`config.mk`:
```
export PLATFORM = sky130hd
export DESIGN_NAME = mc_ctrl
export DESIGN_NICKNAME = d
export VERILOG_FILES = /design/src/rtl/mc_ctrl_pkg.sv /design/src/rtl/mc_ctrl_decode.sv /design/src/rtl/mc_ctrl.sv
export SDC_FILE = /design/constraint.sdc
export NUM_CORES = 1
export LEC_CHECK = 0
export ABC_AREA = 1
export CORE_MARGIN = 2
export CORE_UTILIZATION = 35
export DETAILED_ROUTE_END_ITERATION = 12
export HOLD_SLACK_MARGIN = 0.02
export PLACE_DENSITY = 0.76
export SLEW_MARGIN = 25
export SYNTH_ARGS = -nofsm -noshare
export SYNTH_HDL_FRONTEND = slang
export SYNTH_SLANG_ARGS = --single-unit
export TNS_END_PERCENT = 1
```
`constraint.sdc`:
```
create_clock -name clk -period 1.2 [get_ports clk]
set_input_delay 0.24 -clock clk [delete_from_list [all_inputs] [get_ports clk]]
set_output_delay 0.24 -clock clk [all_outputs]
set_load 0.1 [all_outputs]
```
`src/rtl/mc_ctrl_pkg.sv`:
```
// rtl/mc_ctrl_pkg.sv - shared encodings for the multicycle CPU control unit
// State codes are fixed because they are exported on the debug state port.
package mc_ctrl_pkg;

  typedef enum logic [3:0] {
    S_IF      = 4'd0,
    S_ID      = 4'd1,
    S_MEM_ADR = 4'd2,
    S_MEM_RD  = 4'd3,
    S_MEM_WB  = 4'd4,
    S_MEM_WR  = 4'd5,
    S_R_EX    = 4'd6,
    S_R_WB    = 4'd7,
    S_BEQ     = 4'd8,
    S_JMP     = 4'd9,
    S_ADDI_EX = 4'd10,
    S_ADDI_WB = 4'd11,
    S_BNE     = 4'd12,
    S_HALT    = 4'd15
  } state_t;

  localparam logic [5:0] OP_RTYPE = 6'b000000;
  localparam logic [5:0] OP_LW    = 6'b100011;
  localparam logic [5:0] OP_SW    = 6'b101011;
  localparam logic [5:0] OP_BEQ   = 6'b000100;
  localparam logic [5:0] OP_BNE   = 6'b000101;
  localparam logic [5:0] OP_J     = 6'b000010;
  localparam logic [5:0] OP_ADDI  = 6'b001000;

  localparam logic [1:0] ALU_ADD   = 2'b00;
  localparam logic [1:0] ALU_SUB   = 2'b01;
  localparam logic [1:0] ALU_FUNCT = 2'b10;

  localparam logic [1:0] SRCB_REG  = 2'b00;
  localparam logic [1:0] SRCB_ONE  = 2'b01;
  localparam logic [1:0] SRCB_IMM  = 2'b10;
  localparam logic [1:0] SRCB_BOFF = 2'b11;

  localparam logic [1:0] PCSRC_ALU    = 2'b00;
  localparam logic [1:0] PCSRC_ALUOUT = 2'b01;
  localparam logic [1:0] PCSRC_JUMP   = 2'b10;

  function automatic logic is_mem_op(input logic [5:0] op);
    return (op == OP_LW) || (op == OP_SW);
  endfunction

endpackage

```
`src/rtl/mc_ctrl_decode.sv`:
```
// rtl/mc_ctrl_decode.sv - combinational state (+zero) to control-signal decode
// The BNE decode exists only when MC_CTRL_BNE_EN is defined.
module mc_ctrl_decode
  import mc_ctrl_pkg::*;
(
  input  state_t     state,
  input  logic       zero,
  output logic       pc_we,
  output logic       i_or_d,
  output logic       mem_we,
  output logic       ir_we,
  output logic       reg_dst,
  output logic       mem_to_reg,
  output logic       reg_we,
  output logic       alu_src_a,
  output logic [1:0] alu_src_b,
  output logic [1:0] alu_op,
  output logic [1:0] pc_src,
  output logic       halted
);

  always_comb begin
    pc_we      = 1'b0;
    i_or_d     = 1'b0;
    mem_we     = 1'b0;
    ir_we      = 1'b0;
    reg_dst    = 1'b0;
    mem_to_reg = 1'b0;
    reg_we     = 1'b0;
    alu_src_a  = 1'b0;
    alu_src_b  = SRCB_REG;
    alu_op     = ALU_ADD;
    pc_src     = PCSRC_ALU;
    halted     = 1'b0;
    case (state)
      S_IF: begin
        ir_we     = 1'b1;
        pc_we     = 1'b1;
        alu_src_b = SRCB_ONE;
      end
      // Speculatively compute the branch target into ALUOut.
      S_ID:      alu_src_b = SRCB_BOFF;
      S_MEM_ADR: begin
        alu_src_a = 1'b1;
        alu_src_b = SRCB_IMM;
      end
      S_MEM_RD:  i_or_d = 1'b1;
      S_MEM_WB: begin
        reg_we     = 1'b1;
        mem_to_reg = 1'b1;
      end
      S_MEM_WR: begin
        i_or_d = 1'b1;
        mem_we = 1'b1;
      end
      S_R_EX: begin
        alu_src_a = 1'b1;
        alu_op    = ALU_FUNCT;
      end
      S_R_WB: begin
        reg_we  = 1'b1;
        reg_dst = 1'b1;
      end
      S_ADDI_EX: begin
        alu_src_a = 1'b1;
        alu_src_b = SRCB_IMM;
      end
      S_ADDI_WB: reg_we = 1'b1;
      S_BEQ: begin
        alu_src_a = 1'b1;
        alu_op    = ALU_SUB;
        pc_src    = PCSRC_ALUOUT;
        pc_we     = zero;
      end
`ifdef MC_CTRL_BNE_EN
      S_BNE: begin
        alu_src_a = 1'b1;
        alu_op    = ALU_SUB;
        pc_src    = PCSRC_ALUOUT;
        pc_we     = ~zero;
      end
`endif
      S_JMP: begin
        pc_src = PCSRC_JUMP;
        pc_we  = 1'b1;
      end
      S_HALT:  halted = 1'b1;
      default: ;
    endcase
  end

endmodule

```
`src/rtl/mc_ctrl.sv`:
```
// rtl/mc_ctrl.sv - multicycle CPU main control FSM (state register + next state)
// Define MC_CTRL_BNE_EN to make opcode 000101 a legal bne instruction.
module mc_ctrl
  import mc_ctrl_pkg::*;
(
  input  logic       clk,
  input  logic       rst,
  input  logic [5:0] op,
  input  logic       zero,
  output logic       pc_we,
  output logic       i_or_d,
  output logic       mem_we,
  output logic       ir_we,
  output logic       reg_dst,
  output logic       mem_to_reg,
  output logic       reg_we,
  output logic       alu_src_a,
  output logic [1:0] alu_src_b,
  output logic [1:0] alu_op,
  output logic [1:0] pc_src,
  output logic       halted,
  output logic [3:0] state
);

  state_t state_q;
  state_t state_d;

  always_ff @(posedge clk or posedge rst) begin
    if (rst) state_q <= S_IF;
    else     state_q <= state_d;
  end

  always_comb begin
    state_d = S_IF;
    case (state_q)
      S_IF: state_d = S_ID;
      S_ID: begin
        if (is_mem_op(op))        state_d = S_MEM_ADR;
        else if (op == OP_RTYPE)  state_d = S_R_EX;
        else if (op == OP_BEQ)    state_d = S_BEQ;
        else if (op == OP_J)      state_d = S_JMP;
        else if (op == OP_ADDI)   state_d = S_ADDI_EX;
`ifdef MC_CTRL_BNE_EN
        else if (op == OP_BNE)    state_d = S_BNE;
`endif
        else                      state_d = S_HALT;
      end
      // The IR still holds the opcode here, so lw/sw can be split again.
      S_MEM_ADR: state_d = (op == OP_SW) ? S_MEM_WR : S_MEM_RD;
      S_MEM_RD:  state_d = S_MEM_WB;
      S_R_EX:    state_d = S_R_WB;
      S_ADDI_EX: state_d = S_ADDI_WB;
      S_HALT:    state_d = S_HALT;
      default:   state_d = S_IF;
    endcase
  end

  assign state = state_q;

  mc_ctrl_decode u_decode (
    .state      (state_q),
    .zero       (zero),
    .pc_we      (pc_we),
    .i_or_d     (i_or_d),
    .mem_we     (mem_we),
    .ir_we      (ir_we),
    .reg_dst    (reg_dst),
    .mem_to_reg (mem_to_reg),
    .reg_we     (reg_we),
    .alu_src_a  (alu_src_a),
    .alu_src_b  (alu_src_b),
    .alu_op     (alu_op),
    .pc_src     (pc_src),
    .halted     (halted)
  );

endmodule
```
==> qor.yml, run 1 <==
yosysMostFrequentCell: "nor2_1"
seq_area_frac_synth_pct: 21.9
ys_types: 18
ys_top_cells_by_count: "nor2_1 (19), inv_1 (16), nand2_1 (14), nand3_1 (8), o21ai_0 (5)"
haltStage: "3_5_place_dp"
synthCells: 82
synth_fp_nets: 91
fp.dieW_um: 40.2
globalplace.congestion: 0.895
syn_avg_cell_area_sq_um: 5.58
synth_top_area_share_pct: 21.9
num_rows: 13
synth_warnings: 0
tool.error: "[ERROR DPL-0033] detailed placement checks failed during check placement."
synth_area_leaders: "dfrtp_1 (22%), nor2_1 (16%), inv_1 (13%)"
yosys_register_bits: 4
dpl.hpwl_um: 1940
netlist_area_sq_um: 458
ys.flop_type: "dfrtp_1"
die_h_um: 40.2
synth.largest_area_cell: "dfrtp_1"
port_buffers: 27
outcome: "stopped before the end"
synth-edff-count: 0
start_util_pct: 36.6
ios: 28
async_flop_share_pct: 100
kinds of logic after synthesis:
| kind of cell | Yosys count | synth area share (%) |
|---|---|---|
| simple gates | 50 | 50.3 |
| buf+inv | 19 | 16.4 |
| compound gates | 9 | 11.5 |
| flops | 4 | 21.9 |
per-stage QoR:
| step | instances | hold slack, ns | worst slack [ns] |
|---|---|---|---|
| floorplan | 82 | 0.00618 | -0.887 |
| global placement | 144 | 0.450 | -0.219 |
==> run 2, diff against run 1 <==
- CORE_AREA: not set -> 2 2 63 65
- CORE_MARGIN: 2 -> not set
- CORE_UTILIZATION: 35 -> not set
- DIE_AREA: not set -> 0 0 65 67
- HOLD_SLACK_MARGIN: 0.02 -> not set
- PLACE_DENSITY: 0.76 -> not set
- PLACE_DENSITY_LB_ADDON: not set -> 0.15
==> qor.yml, run 2 <==
die_h_um: 67  # was 40.2 um
cts_tree: "done"
wirelength_um: 1710
path_cells: "nor2_4, inv_4, nor2_4, nor2_4, o21ai_4, buf_12"
finalWorstSetupSlack_ns: -0.413
violations: "negative setup slack"
slew_viol_final: 0
cp-end-kind: "primary output"
insertion_delay_ns: 0.22
drive_above_1_share_pct: 63.9
htreeDepth: 1
viasPerCell: 3.84
root_buffer: "clkbuf_8"
cp-start-kind: "register"
post-route-util_pct: 38.3
globalplace.congestion: 0.732  # was 0.895
synth-edff-count: 0  # unchanged
crit_family: "flip-flops"
vias: 695
syn_avg_cell_area_sq_um: 5.58  # unchanged
maxCapViolations: 0
grt_pass1_vias: 671
cts_hold_buf: 0
overflow: 0
track_usage_pct: 8.91
crit_type: "reg2out"
pre_cts_ws_ns: -0.234
finalCritPeriodShare_pct: 134
fp.dieW_um: 65  # was 40.2 um
synth_area_leaders: "dfrtp_1 (22%), nor2_1 (16%), inv_1 (13%)"  # unchanged
rsz0062_at_grt: "yes"
async_flop_share_pct: 100  # unchanged
skew_ns: 0.00278
ys.flop_type: "dfrtp_1"  # unchanged
areaGrowthSynthToFinish_pct: 202
hold_class: "in2async"
crit_top_cell: "nor2_4"
ys_top_cells_by_count: "nor2_1 (19), inv_1 (16), nand2_1 (14), nand3_1 (8), o21ai_0 (5)"  # unchanged
num_rows: 22  # was 13
relSlewSlack_pct: 86.4
max_freq_mhz: 620
die-area_sq_mm: 0.00436
cts_max_path_buffers: 2
ys_types: 18  # unchanged
cts.clk_slew.worst_paths_ns: 0.03
crit_required_ns: 0.96
synth_warnings: 0  # unchanged
drc: 0
grt_max_degree: 7
coreArea_sq_mm: 0.00361
grt_pass1_wl_um: 2880
start_util_pct: 12.7  # was 36.6%
antennaDiodeCount: 0
clock-sinks: 4
timing.critical_path.slowest_stage_cell: "dfrtp_4"
drt_first_pass_iters: 3
setup_violations: 23
cp_slowest_stage_delay_ns: 0.53
layout_common_cells: "buf_12 (19), buf_4 (17), nor2_4 (11), inv_1 (11), nand2_1 (10)"
yosysMostFrequentCell: "nor2_1"  # unchanged
port_buffers: 27  # unchanged
path_max_fanout: 5
layout_min_cycle_time_ns: 1.61
synth.largest_area_cell: "dfrtp_1"  # unchanged
outcome: "finished, violations left"  # was stopped before the end
netlist_area_sq_um: 458  # unchanged
ios: 28  # unchanged
worstMarginPinSlew_ns: 0.204
nNetsFinal: 144
wl_per_cell_um: 9.44
arrival_ns: 1.37
seq_area_frac_synth_pct: 21.9  # unchanged
worst-path-buf-inv: 2
synthCells: 82  # unchanged
yosys_register_bits: 4  # unchanged
mostFrequentLayoutCell: "buf_12"
drt_iter0_markers: 3
antenna_found_initial: 0
synth_fp_nets: 91  # unchanged
cts_buffers: 3
drtAntennaViolNets: 0
finalHoldViolCount: 0
dpl.hpwl_um: 1530  # was 1940 um
largest_reg_flops: 4
synth_top_area_share_pct: 21.9  # unchanged
## run 2: cell counts after synthesis
Identical to the previous run, type by type.
## run 2: per-stage QoR
stage	std cells	cell area [sq um]	TNS [ns]	hold slack [ns]
2_1_floorplan	82	573	-12.50	0.00618
3_3_place_gp	176	1240	-3.51	0.444
3_5_place_dp	176	1240	-3.46	0.457
4_1_cts	180	1360	-6.62	0.227
5_1_grt	181	1380	-7.54	0.242
6_report	181	1380	-6.32	0.213
## run 2: worst register-to-register path, stage by stage (launching register included)
cell and delay, ns:
dfrtp_4 0.51, inv_6 0.10, nor2_4 0.05, buf_4 0.13, nand2_2 0.08, buf_6 0.11
nand3_4 0.07, nand3b_1 0.16
## run 2: kinds of logic (layout without fill, tap and decap cells)
group                  count (synthesis)  in the layout  share of synthesized area (%)
and+or+nand+nor                       50             50                           50.3
buffers and inverters                 19             70                           16.4
AOI/OAI and AO/OA                      9              9                           11.5
DFF                                    4              4                           21.9
## run 2: final timing paths
| path | from | end | slack [ns] | depth (start not counted) |
|---|---|---|---|---|
| worst max-delay path | state[3] | reg_we | -0.41 | 6 |
| worst max register to register | state[2] | state[1] | -0.14 | 7 |
| min in group clk | op[2] | state[3] | 0.76 | 5 |
| max in group asynchronous | rst | state[0] | 0.82 | 2 |
| worst min-delay path | rst | state[2] | 0.21 | 2 |
| worst min register to register | state[0] | state[3] | 0.78 | 3 |
## run 2: layout make-up
| cell class | instances | area (sq um) |
|---|---|---|
| clock buffer | 3 | 41.3 |
| fill | 382 | 2220 |
| inverter | 18 | 75.1 |
| multi-input combinational | 59 | 447 |
| sequential | 4 | 115 |
| tap | 48 | 60.1 |
| timing repair buffer | 49 | 644 |
## run 2: timing repair
action,CTS,global route
gates resized for setup,18,5
pin swaps,7,2
setup buffers,1,1
endpoints found under the setup margin,23,23
## run 2: routing by layer
layer | routed length, um | GRT usage [%] | part of all wire (%) | up-vias
met2 | 843 | 16.4 | 49 | 28
met1 | 686 | 8.79 | 40 | 300
met3 | 118 | 1.52 | 6.9 | 5
met4 | 60 | 7.18 | 3.5 | 0
li1 | - | - | - | 362
met5 | 0 | 0 | 0 | -
Power of run 2 is left out: the tool's default activity adds up to more than one toggle a clock period on the data nets, which glitch-free logic cannot reach.
